**config.mk**
```make
export PLATFORM = sky130hd
export DESIGN_NAME = sr_input_conditioner
export DESIGN_NICKNAME = d
export VERILOG_FILES = /design/src/rtl/sr_input_conditioner.sv
export SDC_FILE = /design/constraint.sdc
export NUM_CORES = 1
export LEC_CHECK = 0
export CORE_MARGIN = 3
export CORE_UTILIZATION = 40
export DETAILED_ROUTE_END_ITERATION = 8
export PLACE_DENSITY_LB_ADDON = 0.08
export SYNTH_ARGS = -nofsm -noshare
export SYNTH_HDL_FRONTEND = slang
export SYNTH_SLANG_ARGS = --single-unit
```
**constraint.sdc**
```tcl
create_clock -name clk -period 5.1 [get_ports clk]
set_clock_uncertainty 0.15 [all_clocks]
set_input_delay 1.275 -clock clk [delete_from_list [all_inputs] [get_ports clk]]
set_output_delay 1.275 -clock clk [all_outputs]
set_load 0.02 [all_outputs]
```
**src/rtl/sr_input_conditioner.sv**
```systemverilog
// Debounced set/reset conditioner feeding a downstream SR latch: two synchronized,
// FSM-debounced channels, conflict policy selected by SR_CONFLICT_HOLD_EN.
module sr_db_channel #(
   parameter int unsigned DEBOUNCE_CYCLES = 4,
   parameter int unsigned CNT_W           = 8
) (
   input  logic       clk,
   input  logic       rst_n,
   input  logic       raw,
   output logic       level,
   output logic [1:0] state_dbg
);
   typedef enum logic [1:0] {
      LOW      = 2'd0,
      RISE_CHK = 2'd1,
      HIGH     = 2'd2,
      FALL_CHK = 2'd3
   } db_state_t;

   localparam logic [CNT_W-1:0] LAST = CNT_W'(DEBOUNCE_CYCLES - 1);
   localparam logic [CNT_W-1:0] ONE  = CNT_W'(1);

   db_state_t        state;
   logic [1:0]       sync;
   logic [CNT_W-1:0] cnt;
   logic             synced;

   assign synced    = sync[1];
   assign level     = (state == HIGH) || (state == FALL_CHK);
   assign state_dbg = state;

   // cnt counts consecutive qualifying samples, including the one that left the stable state.
   always_ff @(posedge clk or negedge rst_n) begin
      if (!rst_n) begin
         sync  <= 2'b00;
         state <= LOW;
         cnt   <= '0;
      end else begin
         sync <= {sync[0], raw};
         case (state)
            LOW: begin
               if (synced) begin
                  if (DEBOUNCE_CYCLES == 1) begin
                     state <= HIGH;
                  end else begin
                     state <= RISE_CHK;
                     cnt   <= ONE;
                  end
               end
            end
            RISE_CHK: begin
               if (synced) begin
                  if (cnt == LAST) begin
                     state <= HIGH;
                     cnt   <= '0;
                  end else begin
                     cnt <= cnt + ONE;
                  end
               end else begin
                  state <= LOW;
                  cnt   <= '0;
               end
            end
            HIGH: begin
               if (!synced) begin
                  if (DEBOUNCE_CYCLES == 1) begin
                     state <= LOW;
                  end else begin
                     state <= FALL_CHK;
                     cnt   <= ONE;
                  end
               end
            end
            FALL_CHK: begin
               if (!synced) begin
                  if (cnt == LAST) begin
                     state <= LOW;
                     cnt   <= '0;
                  end else begin
                     cnt <= cnt + ONE;
                  end
               end else begin
                  state <= HIGH;
                  cnt   <= '0;
               end
            end
            default: begin
               state <= LOW;
               cnt   <= '0;
            end
         endcase
      end
   end
endmodule

module sr_input_conditioner #(
   parameter int unsigned DEBOUNCE_CYCLES = 4,
   parameter int unsigned CNT_W           = 8
) (
   input  logic       clk,
   input  logic       rst_n,
   input  logic       set_raw,
   input  logic       reset_raw,
   output logic       s,
   output logic       r,
   output logic       conflict,
   output logic       set_evt,
   output logic       reset_evt,
   output logic [3:0] dbg_state
);
   logic       db_set;
   logic       db_reset;
   logic [1:0] set_state;
   logic [1:0] reset_state;
   logic       conflict_c;
   logic       s_c;
   logic       r_c;
   logic       s_d;
   logic       r_d;

   sr_db_channel #(.DEBOUNCE_CYCLES(DEBOUNCE_CYCLES), .CNT_W(CNT_W)) u_set_ch (
      .clk(clk), .rst_n(rst_n), .raw(set_raw), .level(db_set), .state_dbg(set_state)
   );

   sr_db_channel #(.DEBOUNCE_CYCLES(DEBOUNCE_CYCLES), .CNT_W(CNT_W)) u_reset_ch (
      .clk(clk), .rst_n(rst_n), .raw(reset_raw), .level(db_reset), .state_dbg(reset_state)
   );

   assign dbg_state  = {set_state, reset_state};
   assign conflict_c = db_set & db_reset;

`ifdef SR_CONFLICT_HOLD_EN
   // Both requests active: drive neither input so the latch keeps its state.
   assign s_c = db_set & ~conflict_c;
   assign r_c = db_reset & ~conflict_c;
`else
   assign s_c = db_set & ~db_reset;
   assign r_c = db_reset;
`endif

   always_ff @(posedge clk or negedge rst_n) begin
      if (!rst_n) begin
         s         <= 1'b0;
         r         <= 1'b0;
         conflict  <= 1'b0;
         s_d       <= 1'b0;
         r_d       <= 1'b0;
         set_evt   <= 1'b0;
         reset_evt <= 1'b0;
      end else begin
         s         <= s_c;
         r         <= r_c;
         conflict  <= conflict_c;
         s_d       <= s;
         r_d       <= r;
         set_evt   <= s & ~s_d;
         reset_evt <= r & ~r_d;
      end
   end
endmodule

```
==> impl_results.md <==
- Crit path cell chain: clkdlybuf4s50_1
- GP Congestion: 0.7755
- CTS Hold Bufs: 0
- Via count: 971
- Vias in the first global route: 936
- TritonCTS buffer count: 5
- Die ar.: 4198 um^2
- First-pass GRT wire length: 4.236 mm
- Count of different cell masters after synthesis: 41
- Critical path class: flop to output port
- Initial antenna violation count: 0
- Rel. slew slack: 62.33%
- Hpwl dp: 1.670 mm
- RSZ-0062 raised after global routing: false
- Critical path fanouts, max: 7
- Largest net degree at the start of global routing: 32
- Post-DR vias/cell: 5.277
- Cells after DPL: 176
- Seq cells post-synth: 31
- Clock root buffer: clkbuf_4
- Startpoint class of the critical path: flop
- Hold WS: 212.1 ps
- Xor and xnor area share after synthesis: 2.534%
- Highest clock rate: 348.8 MHz
- Power Dens Cells: 555.8 nW/um^2
- Routed Antenna Nets: 0
- # rows: 20
- Post-Synth Adder-Cell Area: 2.715%
- WL per Instance: 13.11 um
- CP endpoint kind: output port
- Post-synth EDFFs: 0
- Clock Path Buffers: 2
- Post-CTS Setup Repair Bufs: 0
- Clock Sinks: 31
- Commonest register cell after synthesis: dfrtp_1
- Synth Area in Compound Gates: 14.75%
- Max Cap Viol: 0
- WP data arrival: 1440 ps
- DRC: 0
- Status: finished clean
- Layout cells sized above 1: 10.00%
- Synth Area in Simple Gates: 18.91%
- Part of the Yosys area used for sequential elements: 56.11%
- Worst min path class: flop to flop
- Area taken by multi-input logic gates: 570.5 um^2
- Internal: 602.8 uW
- Most frequent cells in the layout: dfrtp_1, clkdlybuf4s50_1, nand2_1, nand3_1
- Initial DRC Count: 61
- Sequential cell area: 775.7 um^2
- Mapped Cells: 123
- Overflow after GRT: 0
- Proportion of synthesized area in mux cells: 2.353%
- Layout net count: 146
- Fin crit share: 56.22%
- Port-buffer cells: 12
- CP max-delay cell: clkdlybuf4s50_1
- P_leak: 0.7526 nW
- Tot Pwr: 912.3 uW
- Core ar.: 3178 um^2
- Setup violators final: 0
- CTS tree: built
- Switching Share: 33.92%
- Die Span X: 64.79 um
- I/O pins: 13
- Final Non-Filler Cells: 184
- Avg Cell Area, Syn: 11.24 um^2
- PostCTS Resize Cnt: 0
- Area added between synthesis and finish: 18.73%
- Worst-Margin Slew: 563.8 ps
- Post-Syn Area: 1383 um^2
- H-tree Lvls: 2
- Global Route Usage Sum: 13.74%
- CP Buf/Inv Count: 1
- # diodes: 0
- Power share of the sequential group: 39.8%
- Clock slew at reported path FFs: 100 ps
- Final wirelength: 2.413 mm
- Largest delay share family, worst path: buffers and inverters
- Tmin final: 2867 ps
- Total negative slack: 0 ps
- Worst VDD drop: 0.2365 mV
- Initial core utilization: 43.50%
- Largest family of logic cells by synthesized area: simple AND/OR/NAND/NOR gates
- Most common cell after layout, fill and taps aside: dfrtp_1
- FFs w/ async S/R, synth: 100.0%
- Worst skew pair latency: 340 ps
- Worst path max stage delay: 640 ps
- Max Transition Viols Final: 0
- Syn nets: 130
- DR pass1 iterations: 4
- Total net switching power: 309.5 uW
- YS warnings: 0
- FILL cells: 319
- Worst path required time: 3670 ps
- Combinational Power Share: 33.9%
- Final hold vios: 0
- Chip height: 64.79 um
- Clk network pwr share: 26.3%
-- synth_stat cells (3+ instances only) --
master / instances / area (um^2)
a21o_1: 4 / 30.03
o21ai_1: 4 / 20.02
and3_1: 4 / 25.02
inv_1: 3 / 11.26
dfrtp_1: 31 / 775.7
ha_1: 3 / 37.54
nor3_1: 3 / 15.01
o21ai_0: 5 / 25.02
nor2b_1: 3 / 18.77
nand2_1: 10 / 37.54
nand3_1: 7 / 35.03
a21oi_1: 3 / 15.01
nor2_1: 5 / 18.77
-- worst paths after layout --
path	endpoint	startpoint	slack, ps	depth (start not counted)
max in group asynchronous	u_set_ch.cnt[4]	rst_n	3350	2
min	u_set_ch.sync[1]	u_set_ch.sync[0]	210	0
min reg2reg	u_set_ch.sync[1]	u_set_ch.sync[0]	210	0
max reg2reg	u_reset_ch.cnt[7]	u_reset_ch.cnt[0]	2900	5
min in group asynchronous	async pin	rst_n	1170	2
max	dbg_state[1]	flop	2230	1
-- final cells by class --
| cell class | count | area share (%) |
|---|---|---|
| repair buffers | 13 | 7.774 |
| flip-flops and latches | 31 | 47.26 |
| inverters | 3 | 0.6860 |
| clock buffers | 6 | 2.515 |
| clock inverters | 2 | 3.659 |
| multi-input cells | 85 | 34.76 |
| well taps | 44 | 3.354 |
-- sequential cells by signal, summed over array words and instances (netlist names), named ones only --
| name | cells |
|---|---|
| conflict | 1 |
| r | 1 |
| r_d | 1 |
| reset_evt | 1 |
| s | 1 |
| s_d | 1 |
| set_evt | 1 |
| u_reset_ch.cnt | 8 |
| u_reset_ch.state_dbg | 1 |
| u_reset_ch.sync | 2 |
| u_set_ch.cnt | 8 |
| u_set_ch.state_dbg | 1 |
| u_set_ch.sync | 2 |
-- cell families after synthesis --
group | count (synthesis)
fa+ha+maj | 3
compound gates | 28
simple gates | 47
mux | 3
flops | 31
buf+inv | 7
xor+xnor | 4
-- metrics by stage --
| stage | worst slack, ps | utilization [%] | instance area [um^2] |
|---|---|---|---|
| 2_1_floorplan | 3166 | - | 1383 |
| 3_3_place_gp | 2601 | 48.46 | 1540 |
| 3_5_place_dp | 2588 | 48.46 | 1540 |
| 4_1_cts | 2194 | 51.65 | 1642 |
| 5_1_grt | 2132 | 51.65 | 1642 |
| 6_report | 2233 | 51.65 | 1642 |
-- routing by layer --
metal  vias to the layer above  track usage [%]  share of wire [%]
met5                         -                0                  0
met4                         0            8.179                2.4
met3                         7            6.066                5.9
met2                        31            21.84                 50
met1                       455            15.05                 41
li1                        478                -                  -
-- power groups by stage --
stage | Clock [mW] | Sequential (mW) | Combinational, mW
global placement | 0 | 0.366 | 0.305
CTS | 0.247 | 0.365 | 0.313
floorplan | 0 | 0.402 | 0.175
global route | 0.259 | 0.374 | 0.343
detailed placement | 0 | 0.370 | 0.312
finish | 0.240 | 0.363 | 0.309
No activity file was read; power rests on OpenSTA's default activity.
